[src/rtl/parity_tx_pkg.sv]
// parity_tx_pkg: shared state encoding and line levels for the parity serial transmitter.
// Contents: 3-bit state codes, state_t enum built on them, and the IDLE/START/STOP line levels.
package parity_tx_pkg;

    localparam logic [2:0] ST_IDLE   = 3'd0;
    localparam logic [2:0] ST_START  = 3'd1;
    localparam logic [2:0] ST_DATA   = 3'd2;
    localparam logic [2:0] ST_PARITY = 3'd3;
    localparam logic [2:0] ST_STOP   = 3'd4;

    typedef enum logic [2:0] {
        IDLE   = ST_IDLE,
        START  = ST_START,
        DATA   = ST_DATA,
        PARITY = ST_PARITY,
        STOP   = ST_STOP
    } state_t;

    localparam logic IDLE_LEVEL  = 1'b1;
    localparam logic START_LEVEL = 1'b0;
    localparam logic STOP_LEVEL  = 1'b1;

endpackage

[src/rtl/parity_serial_tx_bit_timer.sv]
// bit_timer: bit-period counter producing a one-cycle tick every CLKS_PER_BIT cycles.
// Ports: clk, rst (async, active-high), clear (restart period at 0), tick (terminal count).
module bit_timer #(
    parameter int CLKS_PER_BIT = 4
) (
    input  logic clk,
    input  logic rst,
    input  logic clear,
    output logic tick
);

    localparam int CW = (CLKS_PER_BIT > 1) ? $clog2(CLKS_PER_BIT) : 1;
    localparam logic [CW-1:0] LAST = CW'(CLKS_PER_BIT - 1);

    logic [CW-1:0] cnt;

    // With CLKS_PER_BIT=1 the counter sits at 0 and ticks every cycle.
    assign tick = (cnt == LAST);

    always_ff @(posedge clk or posedge rst) begin
        if (rst)
            cnt <= '0;
        else if (clear || tick)
            cnt <= '0;
        else
            cnt <= cnt + 1'b1;
    end

endmodule

[src/rtl/parity_serial_tx.sv]
// parity_serial_tx: serial transmitter sending start, DATA_W data bits LSB first, parity, stop.
// Ports: clk, rst (async, active-high), in_data/in_valid/in_ready (accept handshake),
//        tx (serial line, idles high), busy (frame in progress), parity_out (latched parity).
// Build option: define ODD_PARITY_EN for odd parity; default is even parity.
module parity_serial_tx
    import parity_tx_pkg::*;
#(
    parameter int DATA_W       = 8,
    parameter int CLKS_PER_BIT = 4
) (
    input  logic              clk,
    input  logic              rst,
    input  logic [DATA_W-1:0] in_data,
    input  logic              in_valid,
    output logic              in_ready,
    output logic              tx,
    output logic              busy,
    output logic              parity_out
);

    localparam int IW = $clog2(DATA_W) + 1;
    localparam logic [IW-1:0] LAST_IDX = IW'(DATA_W - 1);

    state_t            state, state_d;
    logic [DATA_W-1:0] shift, shift_d;
    logic [IW-1:0]     idx, idx_d;
    logic              par_d, tx_d, tick, clear, accept, word_par;

`ifdef ODD_PARITY_EN
    assign word_par = ~^in_data;
`else
    assign word_par = ^in_data;
`endif

    // in_ready is a flop that is only high in IDLE, so accept never fires mid-frame.
    assign accept = in_valid && in_ready;
    assign busy   = (state != IDLE);
    assign clear  = accept || (state_d != state);

    bit_timer #(.CLKS_PER_BIT(CLKS_PER_BIT)) u_timer (
        .clk  (clk),
        .rst  (rst),
        .clear(clear),
        .tick (tick)
    );

    always_comb begin
        state_d = state;
        shift_d = shift;
        idx_d   = idx;
        par_d   = parity_out;
        case (state)
            IDLE: begin
                if (accept) begin
                    state_d = START;
                    shift_d = in_data;
                    idx_d   = '0;
                    par_d   = word_par;
                end
            end
            START:  state_d = tick ? DATA : START;
            DATA: begin
                if (tick) begin
                    shift_d = shift >> 1;
                    idx_d   = idx + 1'b1;
                    state_d = (idx == LAST_IDX) ? PARITY : DATA;
                end
            end
            PARITY: state_d = tick ? STOP : PARITY;
            STOP:   state_d = tick ? IDLE : STOP;
            default: state_d = IDLE;
        endcase
        // tx is registered from the next state so the line changes with the state.
        tx_d = (state_d == START)  ? START_LEVEL :
               (state_d == DATA)   ? shift_d[0]  :
               (state_d == PARITY) ? par_d       :
               (state_d == STOP)   ? STOP_LEVEL  : IDLE_LEVEL;
    end

    always_ff @(posedge clk or posedge rst) begin
        if (rst) begin
            state      <= IDLE;
            shift      <= '0;
            idx        <= '0;
            parity_out <= 1'b0;
            tx         <= IDLE_LEVEL;
            in_ready   <= 1'b0;
        end else begin
            state      <= state_d;
            shift      <= shift_d;
            idx        <= idx_d;
            parity_out <= par_d;
            tx         <= tx_d;
            in_ready   <= (state_d == IDLE);
        end
    end

endmodule
[config.mk]
export PLATFORM = sky130hd
export DESIGN_NAME = parity_serial_tx
export DESIGN_NICKNAME = d
export VERILOG_FILES = /design/src/rtl/parity_tx_pkg.sv /design/src/rtl/parity_serial_tx_bit_timer.sv /design/src/rtl/parity_serial_tx.sv
export SDC_FILE = /design/constraint.sdc
export NUM_CORES = 1
export LEC_CHECK = 0
export ABC_AREA = 1
export CAP_MARGIN = 20
export CORE_UTILIZATION = 40
export CTS_CLUSTER_DIAMETER = 100
export DETAILED_ROUTE_END_ITERATION = 6
export SKIP_LAST_GASP = 1
export SYNTH_ARGS = -nofsm -noshare
export SYNTH_HDL_FRONTEND = slang
export SYNTH_SLANG_ARGS = --single-unit
[constraint.sdc]
create_clock -name clk -period 1.3 [get_ports clk]
set_clock_uncertainty 0.1 [all_clocks]
set_input_delay 0.39 -clock clk [delete_from_list [all_inputs] [get_ports clk]]
set_output_delay 0.39 -clock clk [all_outputs]
set_load 0.02 [all_outputs]
Yosys cells after proc, flatten, opt, wreduce, memory -nomap -nowiden
Index checks and enable logic that the tools add are counted.
W data, S select, Z words.
Operators by class
  reductions and logical operators: 9
  eq/ne operators: 12
  muxes and demuxes: 19
  $add $sub $neg: 2
Operators with widths (count)
  $mux W8: 2
  $pmux W8 S2: 1
  $pmux W3 S5: 1
  $eq A3 B2 Y1 const B: 4
  $mux W3: 4
  $mux W4: 2
  $pmux W4 S2: 1
  $reduce_xor A8 Y1: 1
  $eq A3 B1 Y1 const B: 2
  $logic_not A3 Y1: 2
  $mux W1: 6
  $add A4 B1 Y4 const B: 1
  $eq A4 B3 Y1 const B: 1
  $mux W2: 2
  $ne A2 B2 Y1 const B: 2
  $eq A3 B3 Y1 const B: 1
  $ne A3 B3 Y1: 1
  $reduce_and A3 Y1: 1
  $reduce_bool A3 Y1: 1
  $add A2 B1 Y2 const B: 1
  $eq A2 B2 Y1 const B: 1
  $logic_or A1 B1 Y1: 2
  $reduce_bool A2 Y1: 1
  $logic_and A1 B1 Y1: 1
Storage, ports and cells
  bits of input ports: 11
  output and inout port bits: 4
  register bits after elaboration: 20
  logic and storage cells: 50

Depth between registers and ports, before layout
  depth in word-level cells: 8
  mapped depth: 10
  mapped depth without buffers: 10

Hierarchy
From an unflattened synthesis, not the netlist that was laid out.
Unflattened totals
  cells, all modules: 148
  area total of the unflattened synthesis: 1129.8 um^2
Modules (own cells, without submodules)
  parity_serial_tx: cells each 138, sequential area each 451.7 um^2, area an instance 1041.0 um^2, instances 1
  bit_timer: cells each 10, sequential area each 50.0 um^2, area an instance 88.8 um^2, instances 1

Least setup slack after synthesis
Ideal clock, no wire load.
  kind: register -> register
  start: register in_ready
  end: register shift[4]
  cell stages (with the launch flop): 8
  period minus slack after synthesis: 1497 ps
  setup time: 130 ps
  data required time: 1070 ps
  arrival time: 1267 ps
  path slack: -197 ps
  path buffers: 1
  cells stage by stage: dfrtp_1 -> nand2_1 -> nand3b_2 -> nand2_4 -> inv_2 -> buf_6 -> nand2_1 -> o211ai_1
On the way
  word-level cells in the longest chain between the ends: 3
RTL lines
  start, declared: line parity_serial_tx.sv:15  | output logic in_ready,
  start signal, assigned: line parity_serial_tx.sv:94  | in_ready <= (state_d == IDLE);
  $logic_and A1 B1 Y1: line parity_serial_tx.sv:36  | assign accept = in_valid && in_ready;
  $ne A2 B2 Y1 (no line)
  $reduce_and A3 Y1 (no line)
  end signal, assigned: line parity_serial_tx.sv:90  | shift <= shift_d;
  end, declared: line parity_serial_tx.sv:25  | logic [DATA_W-1:0] shift, shift_d;
Every way passes these cells.
A chain may end at the register's enable or synchronous reset.

Worst setup path in the final report
  start: register state[2]
  end: output busy
On the way
  word-level cells in the longest chain between the ends: 1
RTL lines
  start, declared: line parity_serial_tx.sv:24  | state_t state, state_d;
  start signal, assigned: line parity_serial_tx.sv:89  | state <= state_d;
  $reduce_bool A3 Y1: line parity_serial_tx.sv:37  | assign busy = (state != IDLE);
  end, declared: line parity_serial_tx.sv:17  | output logic busy,
Every way passes these cells.

==> impl_metrics.py <==
metrics = {
    "critical_path": {
        "path_class": "register to output pin",
        "arrival_ns": 1.05,
        "cpPeakStageDelay_ns": 0.43,
        "crit_slowest_cell": "dfrtp_1",
        "cp-start-kind": "register",
        "critPathRequiredTime_ns": 0.81,
        "crit_chain": "nor2_4 -> nand2_2 -> buf_6",
        "cp_max_fo": 2,
        "critPathCaptureType": "output pin",
        "regToRegSetupSlack_ns": -0.23,
    },
    "layout": {
        "regArea_um2": 505,
        "drive_gt1_frac": 0.419,
        "diodes": 0,
        "areaGrowthSynthToFinish_pct": 63.9,
        "utilization": 0.692,
        "nFillCells": 211,
        "multi_input_area_um2": 723,
        "final_nets": 225,
    },
    "detailed_routing": {
        "drt_iter0_markers": 28,
        "wl_um": 2920,
        "wl_per_cell_um": 12.1,
        "firstDrtPassIters": 5,
        "ant_nets": 0,
        "vias_per_cell": 4.87,
        "vias": 1174,
        "drcViolationCount": 0,
    },
    "timing": {
        "worstMarginPinSlew_ns": 0.203,
        "period_share": 1.19,
        "slew_headroom": 0.865,
        "rsz0062_at_grt": "yes",
        "max_freq_ghz": 0.649,
        "min_period_ns": 1.54,
        "finalHoldViolCount": 0,
        "drv_slew": 0,
        "setup_tns_ns": -2.98,
        "setup_violations": 22,
        "fin_ws_ns": -0.242,
    },
    "place": {
        "place_congestion": 0.868,
        "port-buffer-count": 14,
        "dpl.hpwl_um": 1970,
    },
    "die": {
        "die_w_um": 55.7,
        "pin_count": 15,
        "dieArea_um2": 3100,
        "start_util": 0.422,
        "coreArea_um2": 2730,
        "dieHeight_um": 55.7,
        "num_rows": 19,
    },
    "synth": {
        "synth-async-reset-ratio": 1.00,
        "synth_top_area_share": 0.412,
        "yosysTopAreaCell": "dfrtp_1",
        "syn_avg_cell_area_um2": 7.39,
        "synth.area.top_cells": "dfrtp_1 (41%), nand2_1 (16%), inv_1 (7.8%), nand3_1 (6.5%), nor2_1 (5.5%)",
        "ys.flop_type": "dfrtp_1",
        "ys_ff_latch": 20,
        "synth_seq_area_share": 0.435,
        "synth_edf_count": 0,
        "synth_cell_type_count": 25,
        "synth_fp_nets": 170,
        "syn_area_um2": 1150,
        "synthCells": 156,
        "yosysWarnings": 0,
    },
    "clocking": {
        "insertion_delay_ns": 0.32,
        "cts_tree": "built",
        "cts.sinks": 20,
        "path_clk_slew_ns": 0.13,
        "cts_made_buffers": 3,
        "root_buffer": "clkbuf_4",
        "htreeDepth": 1,
        "clk_path_buf_depth": 2,
        "cts_hold_buf": 0,
    },
    "global_routing": {
        "antenna_found_initial": 0,
        "overflow": 0,
        "grt_pass1_wl_um": 4770,
        "track_usage": 0.198,
        "grt_pass1_vias": 1099,
        "grt_max_degree": 21,
    },
    "worst_hold_path": {
        "hp-class": "input pin to async pin",
    },
    "power_and_ir_drop": {
        "leakagePower_uw": 0.000970,
        "p_per_area_nw_per_um2": 2210,
        "ir_drop_mv": 2.10,
    },
    "outcome": {
        "violations": "negative setup slack",
        "outcome": "finished, violations left",
    },
    "job": {
        "drv_cap": 0,
    },
}
[report_power, final]
part,switching (µW),internal [µW]
logic,1280,1280
registers,189,906
clock network,214,312
total,1680,2490
[state kept, by name, indices dropped and copies added, names as in the netlist]
register     count
idx              4
shift            8
u_timer.cnt      2
state            3
in_ready         1
parity_out       1
tx               1
[critical path: cells and delay by family (launching register included)]
| kind | cells | cell delay (ns) |
|---|---|---|
| buf+inv | 1 | 0.13 |
| simple gates | 2 | 0.19 |
| flops | 1 | 0.43 |
[layer usage]
layer / vias up / share of wire / global-route usage
met1: 553 / 0.44 / 0.250
met5: - / 0 / 0
met2: 18 / 0.51 / 0.334
met4: 0 / 0.014 / 0.0750
li1: 598 / - / -
met3: 5 / 0.032 / 0.0395
[final cells by class]
| class | instances | area share |
|---|---|---|
| multi-input combinational | 110 | 0.383 |
| sequential | 20 | 0.267 |
| timing repair buffer | 51 | 0.248 |
| inverter | 25 | 0.0536 |
| tap | 31 | 0.0205 |
| clock inverter | 1 | 0.0159 |
| clock buffer | 3 | 0.0119 |
[placed cells by master (no fill, tap or decap), drive strengths merged]
cell type / synthesis / layout
nand2: 52 / 52
buf: 1 / 41
inv: 25 / 25
nor2: 21 / 21
dfrtp: 19 / 19
nand3: 15 / 15
dlygate4sd2: 0 / 7
o211ai: 5 / 5
a21oi: 4 / 4
clkbuf: 0 / 3
ha: 3 / 3
dlymetal6s2s: 0 / 2
o21ai: 2 / 2
nor3: 2 / 2
nand3b: 1 / 1
o2111ai: 1 / 1
xnor2: 1 / 1
or2: 1 / 1
nand4: 1 / 1
a22oi: 1 / 1
bufinv: 0 / 1
clkdlybuf4s50: 0 / 1
dfstp: 1 / 1
[stage by stage]
stage | hold WS (ns) | power (µW) | setup WS [ns] | cell area, µm² | instances
2_1_floorplan | 0.253 | 2030 | -0.0647 | 1170 | 156
3_3_place_gp | 0.351 | 2730 | -0.400 | 1550 | 227
3_5_place_dp | 0.360 | 2760 | -0.444 | 1550 | 227
4_1_cts | 0.277 | 3730 | -0.241 | 1770 | 238
5_1_grt | 0.281 | 4430 | -0.289 | 1890 | 241
6_report | 0.265 | 4170 | -0.242 | 1890 | 241
[path summary, 6_finish.rpt]
| path | from | end | cells past startpoint |
|---|---|---|---|
| worst max-delay path | state[2] | busy | 3 |
| worst min-delay path | rst | shift[2] | 3 |
| worst max register to register | state[2] | idx[3] | 9 |
| worst min register to register | shift[7] | shift[7] | 2 |
| max in group asynchronous | rst | tx | 3 |
| min in group clk | in_data[4] | shift[4] | 3 |
[cell families after synthesis]
group | synth area share
adder cells (fa/ha/maj) | 0.0325
XOR/XNOR | 0.00759
AND/OR/NAND/NOR | 0.358
AO/OA/AOI/OAI | 0.0759
buffers and inverters | 0.0911
flip-flops | 0.435
[synth_stat cells (3+ instances only)]
cell type / instances
nand2_1: 50
inv_1: 24
dfrtp_1: 19
nor2_1: 17
nand3_1: 15
o211ai_1: 5
a21oi_1: 4
ha_1: 3
nor2_2: 3
[timing repair]
action,4_1_cts,5_1_grt
pin swaps,15,5
setup buffers,8,4
resized for setup,59,28
endpoints found under the setup margin,23,24
gates cloned,0,0
Note: power is estimated with default switching activity, not from simulation.
